[src/rtl/uart_tx_pkg.sv]
// uart_tx_pkg: shared FSM encoding, register offsets, access sizes and STATUS bit positions
package uart_tx_pkg;
    typedef enum logic [1:0] {IDLE, START, DATA, STOP} state_t;
    localparam logic [1:0] OFF_TXDATA  = 2'd0;
    localparam logic [1:0] OFF_STATUS  = 2'd1;
    localparam logic [1:0] OFF_BAUDDIV = 2'd2;
    localparam logic [1:0] OFF_CTRL    = 2'd3;
    localparam logic [1:0] SZ_B = 2'b00;
    localparam logic [1:0] SZ_H = 2'b01;
    localparam logic [1:0] SZ_W = 2'b10;
    localparam int ST_BUSY  = 0;
    localparam int ST_FULL  = 1;
    localparam int ST_EMPTY = 2;
    localparam int ST_OVF   = 3;
    function automatic logic [3:0] sat15(input logic [31:0] n);
        return (n > 32'd15) ? 4'hF : n[3:0];
    endfunction
endpackage

[src/rtl/uart_tx_fifo.sv]
// uart_tx_fifo: synchronous TX FIFO; a push while full is accepted only if a pop happens the same cycle
//   i_clk, i_reset : clock, synchronous active-high reset
//   i_push, i_din  : write request and byte
//   i_pop          : remove head (ignored when empty)
//   o_head         : current head entry, read straight from the storage flops
//   o_full, o_empty, o_count : occupancy
module uart_tx_fifo #(
    parameter int DEPTH = 8,
    parameter int W     = 8
) (
    input  logic                     i_clk,
    input  logic                     i_reset,
    input  logic                     i_push,
    input  logic [W-1:0]             i_din,
    input  logic                     i_pop,
    output logic [W-1:0]             o_head,
    output logic                     o_full,
    output logic                     o_empty,
    output logic [$clog2(DEPTH):0]   o_count
);
    localparam int AW = $clog2(DEPTH);
    logic [W-1:0] r_mem [DEPTH];
    logic [AW-1:0] r_wp, r_rp;
    logic [AW:0] r_count;
    logic w_push, w_pop;
    assign o_empty = (r_count == '0);
    assign o_full  = (r_count == (AW+1)'(DEPTH));
    assign o_count = r_count;
    assign o_head  = r_mem[r_rp];
    assign w_pop   = i_pop & !o_empty;
    assign w_push  = i_push & (!o_full | w_pop);
    always_ff @(posedge i_clk) begin
        if (i_reset) begin
            r_wp    <= '0;
            r_rp    <= '0;
            r_count <= '0;
        end else begin
            if (w_push) begin
                r_mem[r_wp] <= i_din;
                r_wp        <= r_wp + 1'b1;
            end
            if (w_pop) r_rp <= r_rp + 1'b1;
            r_count <= r_count + (AW+1)'(w_push) - (AW+1)'(w_pop);
        end
    end
endmodule

[src/rtl/mmio_uart_tx.sv]
// mmio_uart_tx: memory-mapped 8N1 UART transmitter on the core's data-memory port
//   i_clk, i_reset : clock, synchronous active-high reset
//   i_we, i_a, i_wd, i_be : store strobe, byte address, store data, access size
//   o_rd, o_hit    : combinational read data (0 outside window) and window hit
//   o_tx           : serial line, idle high
//   o_irq          : TX-done interrupt, present only when UART_TX_IRQ_EN is defined
module mmio_uart_tx
    import uart_tx_pkg::*;
#(
    parameter logic [31:0] BASE_ADDR   = 32'h0000_2000,
    parameter int          FIFO_DEPTH  = 8,
    parameter logic [15:0] DEFAULT_DIV = 16'd433
) (
    input  logic        i_clk,
    input  logic        i_reset,
    input  logic        i_we,
    input  logic [31:0] i_a,
    input  logic [31:0] i_wd,
    input  logic [1:0]  i_be,
    output logic [31:0] o_rd,
    output logic        o_hit,
    output logic        o_tx
`ifdef UART_TX_IRQ_EN
    ,
    output logic        o_irq
`endif
);
    localparam int CW = $clog2(FIFO_DEPTH) + 1;
    state_t r_state;
    logic [15:0] r_div, r_fdiv, r_baud;
    logic [2:0] r_bit;
    logic [7:0] r_sh;
    logic r_tx, r_ovf;
    logic [7:0] w_head;
    logic w_full, w_empty;
    logic [CW-1:0] w_count;
    logic [1:0] w_off;
    logic w_wr, w_push, w_pop, w_bit_end;
    logic [15:0] w_div_new;
    logic [31:0] w_status, w_ctrl;
    logic w_unused;
    assign w_unused  = ^{i_wd[31:16], i_a[1:0]};
    assign o_hit     = (i_a[31:4] == BASE_ADDR[31:4]);
    assign w_off     = i_a[3:2];
    assign w_wr      = i_we & o_hit;
    assign w_push    = w_wr & (w_off == OFF_TXDATA);
    assign w_bit_end = (r_baud == 16'd0);
    assign w_pop     = !w_empty & ((r_state == IDLE) | ((r_state == STOP) & w_bit_end));
    assign w_div_new = (i_be == SZ_B) ? {r_div[15:8], i_wd[7:0]} : i_wd[15:0];
    assign o_tx      = r_tx;
    uart_tx_fifo #(.DEPTH(FIFO_DEPTH), .W(8)) u_fifo (
        .i_clk   (i_clk),
        .i_reset (i_reset),
        .i_push  (w_push),
        .i_din   (i_wd[7:0]),
        .i_pop   (w_pop),
        .o_head  (w_head),
        .o_full  (w_full),
        .o_empty (w_empty),
        .o_count (w_count)
    );
    always_comb begin
        w_status           = '0;
        w_status[ST_BUSY]  = (r_state != IDLE);
        w_status[ST_FULL]  = w_full;
        w_status[ST_EMPTY] = w_empty;
        w_status[ST_OVF]   = r_ovf;
        w_status[7:4]      = sat15(32'(w_count));
    end
    always_comb begin
        o_rd = !o_hit                  ? 32'd0 :
               (w_off == OFF_STATUS)   ? w_status :
               (w_off == OFF_BAUDDIV)  ? {16'd0, r_div} :
               (w_off == OFF_CTRL)     ? w_ctrl : 32'd0;
    end
    always_ff @(posedge i_clk) begin
        if (i_reset) begin
            r_div   <= DEFAULT_DIV;
            r_fdiv  <= DEFAULT_DIV;
            r_ovf   <= 1'b0;
            r_state <= IDLE;
            r_baud  <= '0;
            r_bit   <= '0;
            r_sh    <= '0;
            r_tx    <= 1'b1;
        end else begin
            if (w_wr & (w_off == OFF_BAUDDIV)) r_div <= (w_div_new == 16'd0) ? 16'd1 : w_div_new;
            // overflow set takes priority over a same-cycle clear
            if (w_push & w_full & !w_pop) r_ovf <= 1'b1;
            else if (w_wr & (w_off == OFF_STATUS) & i_wd[ST_OVF]) r_ovf <= 1'b0;
            case (r_state)
                IDLE: if (!w_empty) begin
                    r_state <= START;
                    r_sh    <= w_head;
                    r_baud  <= r_div;
                    r_fdiv  <= r_div;
                    r_tx    <= 1'b0;
                end
                START: if (w_bit_end) begin
                    r_state <= DATA;
                    r_baud  <= r_fdiv;
                    r_bit   <= '0;
                    r_tx    <= r_sh[0];
                end else r_baud <= r_baud - 1'b1;
                DATA: if (w_bit_end) begin
                    r_baud <= r_fdiv;
                    if (r_bit == 3'd7) begin
                        r_state <= STOP;
                        r_tx    <= 1'b1;
                    end else begin
                        r_bit <= r_bit + 1'b1;
                        r_tx  <= r_sh[r_bit + 3'd1];
                    end
                end else r_baud <= r_baud - 1'b1;
                STOP: if (w_bit_end) begin
                    // next byte starts immediately so back-to-back frames have no idle gap
                    if (!w_empty) begin
                        r_state <= START;
                        r_sh    <= w_head;
                        r_baud  <= r_div;
                        r_fdiv  <= r_div;
                        r_tx    <= 1'b0;
                    end else r_state <= IDLE;
                end else r_baud <= r_baud - 1'b1;
            endcase
        end
    end
`ifdef UART_TX_IRQ_EN
    logic r_ien, r_irq;
    assign w_ctrl = {31'd0, r_ien};
    assign o_irq  = r_irq;
    always_ff @(posedge i_clk) begin
        if (i_reset) begin
            r_ien <= 1'b0;
            r_irq <= 1'b0;
        end else begin
            if (w_wr & (w_off == OFF_CTRL)) r_ien <= i_wd[0];
            r_irq <= r_ien & w_empty & (r_state == IDLE);
        end
    end
`else
    assign w_ctrl = 32'd0;
`endif
endmodule

[config.mk]
export PLATFORM = sky130hd
export DESIGN_NAME = mmio_uart_tx
export DESIGN_NICKNAME = d
export VERILOG_FILES = /design/src/rtl/uart_tx_pkg.sv /design/src/rtl/uart_tx_fifo.sv /design/src/rtl/mmio_uart_tx.sv
export SDC_FILE = /design/constraint.sdc
export NUM_CORES = 1
export LEC_CHECK = 0
export BUFFER_PORTS_ARGS = -buffer_cell sky130_fd_sc_hd__buf_2
export CAP_MARGIN = 0
export CORE_ASPECT_RATIO = 0.6
export CORE_MARGIN = 3
export CORE_UTILIZATION = 45
export CTS_CLUSTER_SIZE = 28
export DETAILED_ROUTE_END_ITERATION = 16
export PLACE_DENSITY = 0.66
export SLEW_MARGIN = 40
export SYNTH_ARGS = -nofsm -noshare
export SYNTH_HDL_FRONTEND = slang
export SYNTH_SLANG_ARGS = --single-unit
[constraint.sdc]
create_clock -name i_clk -period 6.6 [get_ports i_clk]
set_input_delay 0.33 -clock i_clk [delete_from_list [all_inputs] [get_ports i_clk]]
set_output_delay 0.33 -clock i_clk [all_outputs]
set_load 0.03 [all_outputs]
==> impl_metrics.py <==
metrics = {
    "power": {
        "internal-power_mw": 1.981,
        "seqPwrFrac_pct": 35.5,
        "p_sw_mw": 1.161,
        "p_comb_share_pct": 34.6,
        "clock_power_share_pct": 29.9,
        "ir_worst_vdd_mv": 0.2036,
        "leakagePower_nw": 2.899,
        "cellPowerDensity_nw_per_um2": 402.7,
        "swShare_pct": 36.94,
    },
    "logic_synthesis": {
        "synth.most_common_cell": "dfxtp_1",
        "yosysWarnings": 0,
        "synth_seq_cells": 140,
        "netlist_instances": 612,
        "synth_commonest_cells": "76 x dfxtp_1, 64 x edfxtp_1, 61 x nand2_1, 60 x nor2_1, 35 x mux2i_1",
        "post-synth-top-area-cell": "edfxtp_1",
        "yosysSeqAreaShare_pct": 51.08,
        "syn_avg_cell_area_sq_um": 11.02,
        "synth_area_leaders": "edfxtp_1 29%, dfxtp_1 23%, mux4_2 6.0%, mux2i_1 5.2%, nand2_1 3.4%",
        "netlist.area_leader.share_pct": 28.51,
        "synth_top_flop_cell": "dfxtp_1",
        "ys_types": 68,
        "syn_area_sq_um": 6741,
        "ys_async_sr_fraction_pct": 0,
        "synth_edf_count": 64,
    },
    "critical_path": {
        "cp-start-kind": "flop",
        "crit_family": "simple AND/OR/NAND/NOR gates",
        "path_cells": "inv_1, ha_1, nor4b_4, and4_1, a21oi_2, or3_1, inv_1, a21o_1, ha_1, inv_1, fa_1, xor2_1, nor2_1",
        "end_kind": "flop",
        "path_buf_inv": 3,
        "criticalPathCategory": "reg -> reg",
        "cp_slowest_cell": "and4_1",
        "cp_max_fo": 13,
        "worstPathRequired_ps": 6870,
        "cp_slowest_stage_delay_ps": 680,
        "cpMostUsedCell": "inv_1",
        "cp.arrival_ps": 3970,
    },
    "cts": {
        "clk_pin_slew_worst_paths_ps": 60,
        "postCtsSetupBuffers": 0,
        "clkLatencyLatePin_ps": 410,
        "holdBufCountCts": 0,
        "cts.sinks": 140,
        "cts.repair.resized": 0,
        "cts_buffer_depth": 2,
        "cts_tree": "built",
        "cts_htree_levels": 4,
        "cts-buffers-inserted": 17,
        "ctsRootBufferMaster": "clkbuf_16",
    },
    "cells_and_area": {
        "n_fill_cell": 1191,
        "multiInputGateArea_sq_um": 3029,
        "fin_nets": 761,
        "area_delta_synth_final_pct": 15.74,
        "seqCellArea_sq_um": 3445,
        "design_area_sq_um": 7802,
        "diodes": 0,
        "layout-drive-gt1-share_pct": 22.35,
    },
    "floorplan": {
        "start_util_pct": 47.60,
        "ios": 103,
        "num_rows": 33,
        "core_sq_um": 14160,
        "die-area_sq_um": 16530,
        "die_h_microns": 100.8,
        "die_x_microns": 164.0,
    },
    "routing": {
        "drcViolationCount": 0,
        "wirelength_mm": 16.72,
        "wl_per_cell_microns": 18.98,
        "via_per_inst": 5.866,
        "drt_pre_antenna_iters": 5,
        "drt-initial-drc-count": 486,
        "ant_nets": 0,
        "vias": 5168,
    },
    "sta": {
        "final-setup-viol-count": 0,
        "period_share_pct": 56.03,
        "tns_ps": 0,
        "max_freq_mhz": 270.4,
        "slew_headroom_pct": 47.14,
        "rsz0062_at_grt": "false",
        "slew_violations": 0,
        "hold_viol_final": 0,
        "skew_ps": 11.44,
        "worst_slew_pin_slew_ps": 791.8,
        "finalCriticalPeriod_ps": 3698,
        "setup_ws_ps": 2902,
    },
    "worst_hold_path": {
        "hold_path_class": "in -> reg",
    },
    "placed_design": {
        "placed_area_sq_um": 7204,
        "gp_congestion": 0.8681,
        "hpwl_mm": 11.64,
        "port_buffers": 68,
        "post-place-ws_ps": 3067,
    },
    "flow_run": {
        "maxCapViolations": 0,
    },
    "global_routing": {
        "grt_pass1_wl_mm": 26.42,
        "antenna_found_initial": 0,
        "grt_overflow_total": 0,
        "grt_start_max_net_pins": 56,
        "track_usage_pct": 20.76,
        "grt_pass1_vias": 5098,
    },
    "status": {
        "status": "finished clean",
    },
}
final cells by class:
type,instances,area share (%)
sequential,140,44.15
clock buffer,17,5.452
clock inverter,15,2.069
multi-input combinational,420,38.82
tap,192,3.079
timing repair buffer,81,5.661
inverter,16,0.7697
power groups by stage:
stage,logic (mW),clock network (mW),registers (mW)
floorplan,0.858,0,1.06
global placement,1.01,0,1.13
detailed placement,1.05,0,1.13
CTS,1.06,0.953,1.11
global route,1.19,0.990,1.13
finish,1.09,0.940,1.12
worst paths after layout:
kind                      startpoint                            to  slack (ps)  cells past startpoint
max reg2reg     r_baud[0]$_SDFF_PP0_  u_fifo.o_count[2]$_SDFF_PP0_        2900                     13
min reg2reg  r_fdiv[10]$_SDFFE_PP0P_       r_fdiv[10]$_SDFFE_PP0P_         460                      2
max             r_baud[0]$_SDFF_PP0_  u_fifo.o_count[2]$_SDFF_PP0_        2900                     13
min                          i_wd[8]         r_div[8]$_SDFFE_PP1P_         180                      3
registers in the layout, summed over array words and instances (netlist names), named ones only:
name,count
r_fdiv,16
u_fifo.r_wp,3
r_bit,3
o_tx,1
u_fifo.o_count,4
r_ovf,1
u_fifo.r_mem,64
r_sh,8
r_state,2
r_baud,16
u_fifo.r_rp,3
r_div,16
cells by family after synthesis:
kind of cell,count (synthesis),synth area share [%]
AO/OA/AOI/OAI,103,10.06
XOR/XNOR,13,1.689
adder cells (fa/ha/maj),16,3.081
buffers and inverters,67,4.955
flip-flops,140,51.08
multiplexers,55,11.54
other,1,0.05563
AND/OR/NAND/NOR,217,17.54
per-layer routing:
layer  vias to the layer above  routed length [microns]  part of all wire (%)  track usage (%)
li1                       2373                        -                     -                -
met5                         -                        0                     0                0
met4                         0                      228                   1.4            6.433
met2                       252                     7148                    43            30.35
met3                        22                     1547                   9.3            5.131
met1                      2521                     7796                    47            30.48
through the flow:
stage	hold slack, ps	util [%]	instances	total power [mW]
after detailed placement	446.7	50.87	848	2.179
final	180.5	55.09	881	3.142
after global routing	179.3	55.09	881	3.309
after CTS	159.6	55.01	880	3.125
after floorplan	428.9	-	627	1.921
after global placement	438.7	50.83	848	2.138
cells in the final DEF, fill, tap and decap left out, types with 16 or more instances in the layout:
master,Yosys,layout
buf_2,12,68
edfxtp_1,64,64
nand2_1,61,61
clkbuf_16,0,17
nor2_1,60,60
nand3_1,16,16
mux4_2,18,18
conb_1,1,16
dfxtp_1,76,75
a21oi_1,29,29
mux2i_1,35,35
worst register-to-register path, stage by stage, from the launching register on:
cell and delay [ps]:
dfxtp_1 340, inv_1 100, ha_1 230, nor4b_4 450, and4_1 680, a21oi_2 240
or3_1 420, inv_1 120, a21o_1 110, ha_1 180, inv_1 70, fa_1 420
xor2_1 150, nor2_1 50
Power figures use the tool's default switching activity.
